==> src/rtl/elbeth_pipeline_ctrl.sv <==
// Hazard/stall controller for the ELBETH 5-stage pipeline: derives per-register
// hold/bubble strobes, a data-memory timeout trap and a saturating stall counter.
module elbeth_pipeline_ctrl #(
  parameter int REG_ADDR_W   = 5,
  parameter int DMEM_TIMEOUT = 255,
  parameter int FLUSH_EXTRA  = 1
) (
  input  logic                  clk,
  input  logic                  rst,
  input  logic [REG_ADDR_W-1:0] id_rs1_addr,
  input  logic [REG_ADDR_W-1:0] id_rs2_addr,
  input  logic                  id_rs1_used,
  input  logic                  id_rs2_used,
  input  logic [REG_ADDR_W-1:0] exs_rd_addr,
  input  logic                  exs_ctrl_reg_w,
  input  logic                  exs_ctrl_mem_en,
  input  logic                  exs_ctrl_mem_rw,
  input  logic                  exs_branch_taken,
  input  logic                  mem_ctrl_mem_en,
  input  logic                  dmem_ready,
  input  logic                  imem_ready,
  output logic                  pc_stall,
  output logic                  if_id_stall,
  output logic                  if_id_flush,
  output logic                  id_exs_stall,
  output logic                  id_exs_flush,
  output logic                  exs_mem_stall,
  output logic                  mem_wb_flush,
  output logic                  dmem_trap,
  output logic [31:0]           stall_count
);

  typedef enum logic [1:0] {RUN, DWAIT, FLUSH, TRAP} state_t;

  state_t      r_state;
  logic [15:0] r_waitCnt;
  logic [2:0]  r_flushCnt;
  logic        r_trap;
  logic [31:0] r_stallCount;

  state_t      w_nextState;
  logic [15:0] w_nextWaitCnt;
  logic [2:0]  w_nextFlushCnt;
  logic [16:0] w_waitInc;
  logic        w_loadUse;
  logic        w_dwait;
  logic        w_pcStall;
  logic        w_ifIdStall;
  logic        w_ifIdFlush;
  logic        w_idExsStall;
  logic        w_idExsFlush;
  logic        w_exsMemStall;
  logic        w_memWbFlush;

  assign w_loadUse = exs_ctrl_mem_en & ~exs_ctrl_mem_rw & exs_ctrl_reg_w &
                     (exs_rd_addr != '0) &
                     ((id_rs1_used & (id_rs1_addr == exs_rd_addr)) |
                      (id_rs2_used & (id_rs2_addr == exs_rd_addr)));
  assign w_dwait   = mem_ctrl_mem_en & ~dmem_ready;
  assign w_waitInc = {1'b0, r_waitCnt} + 17'd1;

  always_comb begin
    w_nextState    = r_state;
    w_nextWaitCnt  = r_waitCnt;
    w_nextFlushCnt = r_flushCnt;
    w_pcStall      = 1'b0;
    w_ifIdStall    = 1'b0;
    w_ifIdFlush    = 1'b0;
    w_idExsStall   = 1'b0;
    w_idExsFlush   = 1'b0;
    w_exsMemStall  = 1'b0;
    w_memWbFlush   = 1'b0;
    case (r_state)
      RUN, FLUSH: begin
        if (w_dwait) begin
          // The pending flush count survives the wait and is resumed afterwards.
          {w_pcStall, w_ifIdStall, w_idExsStall, w_exsMemStall, w_memWbFlush} = 5'b11111;
          w_nextWaitCnt = 16'd1;
          w_nextState   = (DMEM_TIMEOUT <= 1) ? TRAP : DWAIT;
        end else if (exs_branch_taken) begin
          w_ifIdFlush  = 1'b1;
          w_idExsFlush = 1'b1;
          if (FLUSH_EXTRA > 0) begin
            w_nextState    = FLUSH;
            w_nextFlushCnt = 3'(FLUSH_EXTRA);
          end else begin
            w_nextState    = RUN;
            w_nextFlushCnt = 3'd0;
          end
        end else begin
          if (r_state == FLUSH) begin
            w_ifIdFlush = 1'b1;
            if (r_flushCnt <= 3'd1) begin
              w_nextFlushCnt = 3'd0;
              w_nextState    = RUN;
            end else begin
              w_nextFlushCnt = r_flushCnt - 3'd1;
            end
          end
          // While IF/ID is being flushed the flush wins over holding it.
          if (w_loadUse) begin
            w_pcStall    = 1'b1;
            w_ifIdStall  = (r_state == RUN);
            w_idExsFlush = 1'b1;
          end else if (!imem_ready) begin
            w_pcStall   = 1'b1;
            w_ifIdFlush = 1'b1;
          end
        end
      end
      DWAIT: begin
        if (dmem_ready) begin
          w_nextWaitCnt = 16'd0;
          w_nextState   = (r_flushCnt != 3'd0) ? FLUSH : RUN;
        end else begin
          {w_pcStall, w_ifIdStall, w_idExsStall, w_exsMemStall, w_memWbFlush} = 5'b11111;
          w_nextWaitCnt = w_waitInc[15:0];
          if (w_waitInc >= 17'(DMEM_TIMEOUT)) w_nextState = TRAP;
        end
      end
      TRAP: begin
        {w_pcStall, w_ifIdStall, w_idExsStall, w_exsMemStall, w_memWbFlush} = 5'b11111;
      end
      default: w_nextState = RUN;
    endcase
  end

  assign pc_stall      = rst & w_pcStall;
  assign if_id_stall   = rst & w_ifIdStall;
  assign if_id_flush   = rst & w_ifIdFlush;
  assign id_exs_stall  = rst & w_idExsStall;
  assign id_exs_flush  = rst & w_idExsFlush;
  assign exs_mem_stall = rst & w_exsMemStall;
  assign mem_wb_flush  = rst & w_memWbFlush;
  assign dmem_trap     = r_trap;
  assign stall_count   = r_stallCount;

  always_ff @(posedge clk) begin
    if (!rst) begin
      r_state      <= RUN;
      r_waitCnt    <= 16'd0;
      r_flushCnt   <= 3'd0;
      r_trap       <= 1'b0;
      r_stallCount <= 32'd0;
    end else begin
      r_state    <= w_nextState;
      r_waitCnt  <= w_nextWaitCnt;
      r_flushCnt <= w_nextFlushCnt;
      if (w_nextState == TRAP) r_trap <= 1'b1;
      if (pc_stall && (r_stallCount != 32'hFFFF_FFFF)) r_stallCount <= r_stallCount + 32'd1;
    end
  end

endmodule
==> config.mk <==
export PLATFORM = sky130hd
export DESIGN_NAME = elbeth_pipeline_ctrl
export DESIGN_NICKNAME = d
export VERILOG_FILES = /design/src/rtl/elbeth_pipeline_ctrl.sv
export SDC_FILE = /design/constraint.sdc
export NUM_CORES = 1
export LEC_CHECK = 0
export CAP_MARGIN = 20
export CORE_ASPECT_RATIO = 1.2
export CORE_MARGIN = 1
export CORE_UTILIZATION = 45
export CTS_BUF_LIST = sky130_fd_sc_hd__clkbuf_4 sky130_fd_sc_hd__clkbuf_8 sky130_fd_sc_hd__clkbuf_16
export DETAILED_ROUTE_END_ITERATION = 10
export PLACE_DENSITY_LB_ADDON = 0.2
export SLEW_MARGIN = 30
export SYNTH_ARGS = -nofsm -noshare
export SYNTH_HDL_FRONTEND = slang
export SYNTH_SLANG_ARGS = --single-unit
export TNS_END_PERCENT = 1
==> constraint.sdc <==
create_clock -name clk -period 3.3 [get_ports clk]
set_input_delay 0.66 -clock clk [delete_from_list [all_inputs] [get_ports clk]]
set_output_delay 0.66 -clock clk [all_outputs]
set_load 0.02 [all_outputs]
# ---- Word level (Yosys, flattened, before mapping)
# Index checks and enable logic that the tools add are counted.
dict set report word_totals {
  regBits 54
  input_bits 26
  output_inout_bits 40
}
dict set report classes {
  addsub 3
  order_cmp 2
  eq_ne 8
  mux 36
  bitwise_logic 16
  n_reduce_logical 9
}
# op count
set op_table {}
lappend op_table {{adder 32 x 1 -> 32 bit, second input constant} 1}
lappend op_table {{two-way mux 16 bit} 2}
lappend op_table {{!= test 32 bit, second input constant} 1}
lappend op_table {{one-hot mux 16 bit (2 select lines)} 1}
lappend op_table {{two-way mux 1 bit} 19}
lappend op_table {{adder 16 x 1 -> 17 bit, second input constant} 1}
lappend op_table {{>= comparator 17 x 8 -> 1 bit, second input constant} 1}
lappend op_table {{two-way mux 2 bit} 7}
lappend op_table {{bitwise AND 1 bit} 12}
lappend op_table {{== test 5 bit} 2}
lappend op_table {{two-way mux 3 bit} 3}
lappend op_table {{one-hot mux 1 bit (3 select lines)} 3}
lappend op_table {{== test 2 bit, second input constant} 3}
lappend op_table {{nonzero test 5 bit} 1}
lappend op_table {{one-hot mux 2 bit (2 select lines)} 1}
lappend op_table {{nonzero test 2 bit} 2}
lappend op_table {{<= comparator 3 x 1 -> 1 bit, second input constant} 1}
lappend op_table {{NOT 1 bit} 3}
lappend op_table {{AND reduction 3 bit} 1}
lappend op_table {{nonzero test 3 bit} 1}
lappend op_table {{subtractor 3 x 1 -> 3 bit, second input constant} 1}
lappend op_table {{== test 2 x 1 -> 1 bit, second input constant} 1}
lappend op_table {{zero test 2 bit} 1}
lappend op_table {{!= test 2 bit, second input constant} 1}
lappend op_table {{other kinds (4)} 4}

# ---- Longest topological paths before layout
dict set report depth {
  word_depth 11
  mapped_depth 10
}

# ---- Least setup slack after synthesis
# No wires, ideal clock.
dict set report synth_timing {
  kind {input to output}
  from {input dmem_ready}
  to {output pc_stall}
  arrival_ns 1.883
  t_required_ns 2.640
  path_slack_ns 0.757
  path_stages 5
  cell_sequence {inv_1 o21ai_1 a21oi_1 or3_1 clkbuf_1}
}
dict set report synth_via {
  elab_chain_cells 5
  word_cells_on_any_way 6
  cone_classes {mux: 3; bitwise: 3}
}
# element line
set synth_rtl {}
lappend synth_rtl {{start: declaration} 20} ;# input logic dmem_ready,
lappend synth_rtl {{NOT 1 bit} 59} ;# assign w_dwait = mem_ctrl_mem_en & ~dmem_ready;
lappend synth_rtl {{bitwise AND 1 bit} 59}
lappend synth_rtl {{two-way mux 1 bit} 75} ;# if (w_dwait) begin
lappend synth_rtl {{one-hot mux 1 bit (3 select lines) (*)} 73} ;# case (r_state)
lappend synth_rtl {{bitwise AND 1 bit (*)} 128} ;# assign pc_stall = rst & w_pcStall;
lappend synth_rtl {{end: declaration} 22} ;# output logic pc_stall,
# Every way passes the cells marked *; elsewhere a longest branch is shown, timed or not.

# ---- Worst setup path in the final report
dict set report layout_timing {
  from {input exs_rd_addr[3]}
  to {output pc_stall}
}
dict set report layout_via {
  elab_chain_cells 9
  word_cells_on_any_way 13
  cone_classes {eq/ne: 2; mux: 4; bitwise: 6; reduce/logical: 1}
}
# element line
set layout_rtl {}
lappend layout_rtl {{start: declaration} 14} ;# input logic [REG_ADDR_W-1:0] exs_rd_addr,
lappend layout_rtl {{== test 5 bit (on tied branches)} {57, 58}}
lappend layout_rtl {{bitwise AND 1 bit (on tied branches)} {57, 58}}
lappend layout_rtl {{OR 1 bit} 57} ;# ((id_rs1_used & (id_rs1_addr == exs_rd_addr)) |
lappend layout_rtl {{bitwise AND 1 bit (*)} 56} ;# (exs_rd_addr != '0) &
lappend layout_rtl {{two-way mux 1 bit (*)} 101} ;# if (w_loadUse) begin
lappend layout_rtl {{two-way mux 1 bit (*)} 80} ;# end else if (exs_branch_taken) begin
lappend layout_rtl {{two-way mux 1 bit (*)} 75}
lappend layout_rtl {{one-hot mux 1 bit (3 select lines) (*)} 73}
lappend layout_rtl {{bitwise AND 1 bit (*)} 128}
# Marks and branches as above.

==> impl_metrics.json <==
{
  "firstDrtPassIters": 5,
  "fin_crit_ns": 3.175,
  "path_depth": 7,
  "first_global_vias": 2979,
  "grt_usage": 0.2309,
  "fp.dieH_um": 95.09,
  "critPathMaxFanout": 3,
  "crit_required_ns": 2.64,
  "drt_iter0_drc": 196,
  "wirelength_um": 8593,
  "synth_area_um2": 3249,
  "grt_pass1_wl_um": 13780,
  "post-dp-hpwl_um": 6226,
  "met2_length_um": 4415,
  "setup_slack_ns": 0.1253,
  "die_w_um": 79.57,
  "rr_endpoint": "dmem_trap",
  "cts_tree": "yes",
  "timing.slew.headroom": 0.5834,
  "wl_met1_um": 3547,
  "vias": 3383,
  "fin_skew_ns": 0.01196,
  "hold_viol": 0,
  "reg2reg_depth": 8,
  "fmax_mhz": 315.0,
  "synthMuxAreaShare": 0.05583,
  "dr.max_layer_used": "met4",
  "worst_pin_slew_ns": 0.6249,
  "cts.clk_slew.worst_paths_ns": 0.10,
  "initial_core_util": 0.4712,
  "synth-edff-count": 0,
  "status": "completed",
  "synth-main-ff-cell": "dfxtp_1",
  "clk_latency_ns": 0.32,
  "place.gp.congestion": 0.8066,
  "setup.worst_path.end": "pc_stall",
  "avgSynthCellArea_um2": 7.682,
  "startpoint": "exs_rd_addr[3]",
  "yosysWarnings": 0,
  "antenna_found_initial": 0,
  "drive_gt1_frac": 0.07317,
  "nets": 523,
  "vias_per_cell": 5.843,
  "hp-class": "register to register",
  "synthToLayoutAreaGrowth_pct": 27.26,
  "fp-row-count": 33,
  "clock-root-buffer": "clkbuf_8",
  "die_area_um2": 7566,
  "core-area_um2": 6895,
  "setup_violations": 0,
  "synth_top_family_by_area": "simple AND/OR/NAND/NOR gates",
  "wl_per_cell_um": 14.84,
  "crit_path_end_kind": "output pin",
  "h-tree-depth": 2,
  "rsz0062_at_grt": "false",
  "path_buf_inv": 2,
  "yosysSeqAreaShare": 0.3327,
  "crit_chain": "clkdlybuf4s50_1 -> xor2_1 -> nor4_2 -> nand3_1 -> a21oi_1 -> or3_1 -> dlygate4sd2_1",
  "regToRegSetupSlack_ns": 0.83,
  "clkSinkCount": 54,
  "gr-total-overflow": 0,
  "fin_crit_sh": 0.9620,
  "ant_nets": 0,
  "cts_buffer_depth": 2,
  "synth-xor-area-share": 0.03774,
  "crit-reg2reg-launch": "r_waitCnt[0]",
  "path_delay_family": "buffers and inverters",
  "antenna_cells": 0,
  "crit_path_top_delay_cell": "clkdlybuf4s50_1",
  "ir_drop_uv": 218.6,
  "p_per_area_nw_per_um2": 303.9,
  "synth_fa_ha_area_frac": 0.02310,
  "nFillCells": 624,
  "pre_cts_slack_ns": -0.1602,
  "port-buffer-count": 65,
  "cap_violations": 0,
  "cts_made_buffers": 5,
  "slowest_delay_ns": 0.47,
  "synth_compound_area_frac": 0.1748,
  "synth_nets": 455,
  "postSynth.asyncResetShare": 0,
  "worstSetupPathType": "input pin to output pin",
  "yosys_register_bits": 54,
  "grt_max_degree": 40,
  "met3_length_um": 399,
  "leakagePower_nw": 1.438,
  "crit_arrival_ns": 2.51,
  "final_core_util": 0.5997,
  "drcViolationCount": 0,
  "synth.distinct_cells": 53,
  "postCtsSetupRepairBufs": 0,
  "slew_violations": 0,
  "io_pins": 66,
  "synth-simple-area-share": 0.3269,
  "netlist_instances": 423,
  "crit_path_start_kind": "input pin"
}
-- sequential cells by signal, indices dropped and copies added, names as in the netlist --
name         count
stall_count     32
r_waitCnt       16
r_flushCnt       3
r_state          2
dmem_trap        1
-- Yosys cell counts, types with 3 or more instances --
cell,count,area (um2)
nand2b_1,16,100.1
inv_1,12,45.04
dfxtp_1,54,1081
o211ai_1,6,45.04
a311oi_1,4,35.03
o31ai_1,10,75.07
xnor2_1,4,35.03
or3_1,4,25.02
nor2_1,43,161.4
nor3_1,11,55.05
and2_1,6,37.54
nor4_1,11,68.82
clkbuf_1,15,56.30
and4_1,3,26.28
o21ai_0,16,80.08
ha_1,6,75.07
a31oi_1,3,18.77
a22oi_1,3,22.52
a211oi_1,3,22.52
a21oi_1,24,120.1
xor2_1,10,87.58
nand4_1,17,106.4
mux2i_1,17,170.2
and3_1,7,43.79
buf_4,5,37.54
nand3_1,24,120.1
or4_1,8,60.06
nand2_1,52,195.2
-- cells by family after synthesis --
kind of cell / Yosys count
AO/OA/AOI/OAI: 87
XOR/XNOR: 14
adder cells (fa/ha/maj): 6
buffers and inverters: 35
flip-flops: 54
multiplexers: 18
AND/OR/NAND/NOR: 209
-- per-stage QoR --
stage	instance area [um2]	instances	power [mW]	TNS [ns]	hold slack [ns]
after floorplan	3249	423	0.7968	0	0.4500
after global placement	4050	571	0.8829	-0.4517	0.4631
after detailed placement	4050	571	0.8879	-0.4726	0.4718
after CTS	4135	579	1.268	0	0.4879
after global routing	4135	579	1.307	0	0.5079
final	4135	579	1.257	0	0.4893
-- placed cells by master (no fill, tap or decap), types with 5 or more instances in the layout --
master,Yosys,layout
xor2_1,10,10
or4_1,8,8
inv_1,12,12
o21ai_0,16,16
nor3_1,11,11
nand2_1,52,52
dfxtp_1,54,54
clkdlybuf4s50_1,0,61
nand4_1,17,17
buf_4,5,18
and3_1,7,7
nand3_1,24,24
ha_1,6,6
and2_1,6,6
a21oi_1,24,24
nand2b_1,16,16
mux2i_1,17,17
o31ai_1,10,10
nor2_1,43,43
nor4_1,11,11
o211ai_1,6,6
clkbuf_8,0,5
-- worst min-delay path by stage --
stage                   from            end  slack, ns  depth (start not counted)
3_5_place_dp       dmem_trap      dmem_trap       0.47                          1
4_1_cts        r_flushCnt[2]  r_flushCnt[2]       0.49                          2
2_1_floorplan  r_flushCnt[2]  r_flushCnt[2]       0.45                          2
3_3_place_gp       dmem_trap      dmem_trap       0.46                          1
6_report       r_flushCnt[2]  r_flushCnt[2]       0.49                          2
5_1_grt        r_flushCnt[2]  r_flushCnt[2]       0.51                          2
-- routing by layer --
metal  up-vias  global-route usage
met5         -                   0
met4         0             0.09848
met1      1592              0.2745
met3        17             0.03349
li1       1679                   -
met2        95              0.4103
-- power by group --
part	total (mW)	leakage [nW]	internal, mW	switching, mW
Clock	0.385	0.0441	0.150	0.235
Combinational	0.201	0.958	0.0918	0.110
Sequential	0.670	0.436	0.660	0.0101
-- what timing repair did --
action / CTS / global route
resized for setup: 4 / 0
hold buffers: 0 / 0
endpoints found under the setup margin: 4 / 0
-- worst register-to-register path, delay by kind of cell (launching register included) --
family	cells	cell delay (ns)
AND/OR/NAND/NOR	4	0.91
flip-flops	1	0.44
AO/OA/AOI/OAI	2	0.43
multiplexers	1	0.35
adder cells (fa/ha/maj)	1	0.26
-- layout make-up --
type                            instances  area, um2  share of cell area
Multi-Input combinational cell        334       2009              0.4859
Sequential cell                        54       1081              0.2614
Tap cell                               87      108.9             0.02632
Timing Repair Buffer                   84      800.8              0.1936
Inverter                               12      45.04             0.01089
Clock buffer                            5      68.82             0.01664
Clock inverter                          3      21.27            0.005144
(Power assumes the default switching activity.)
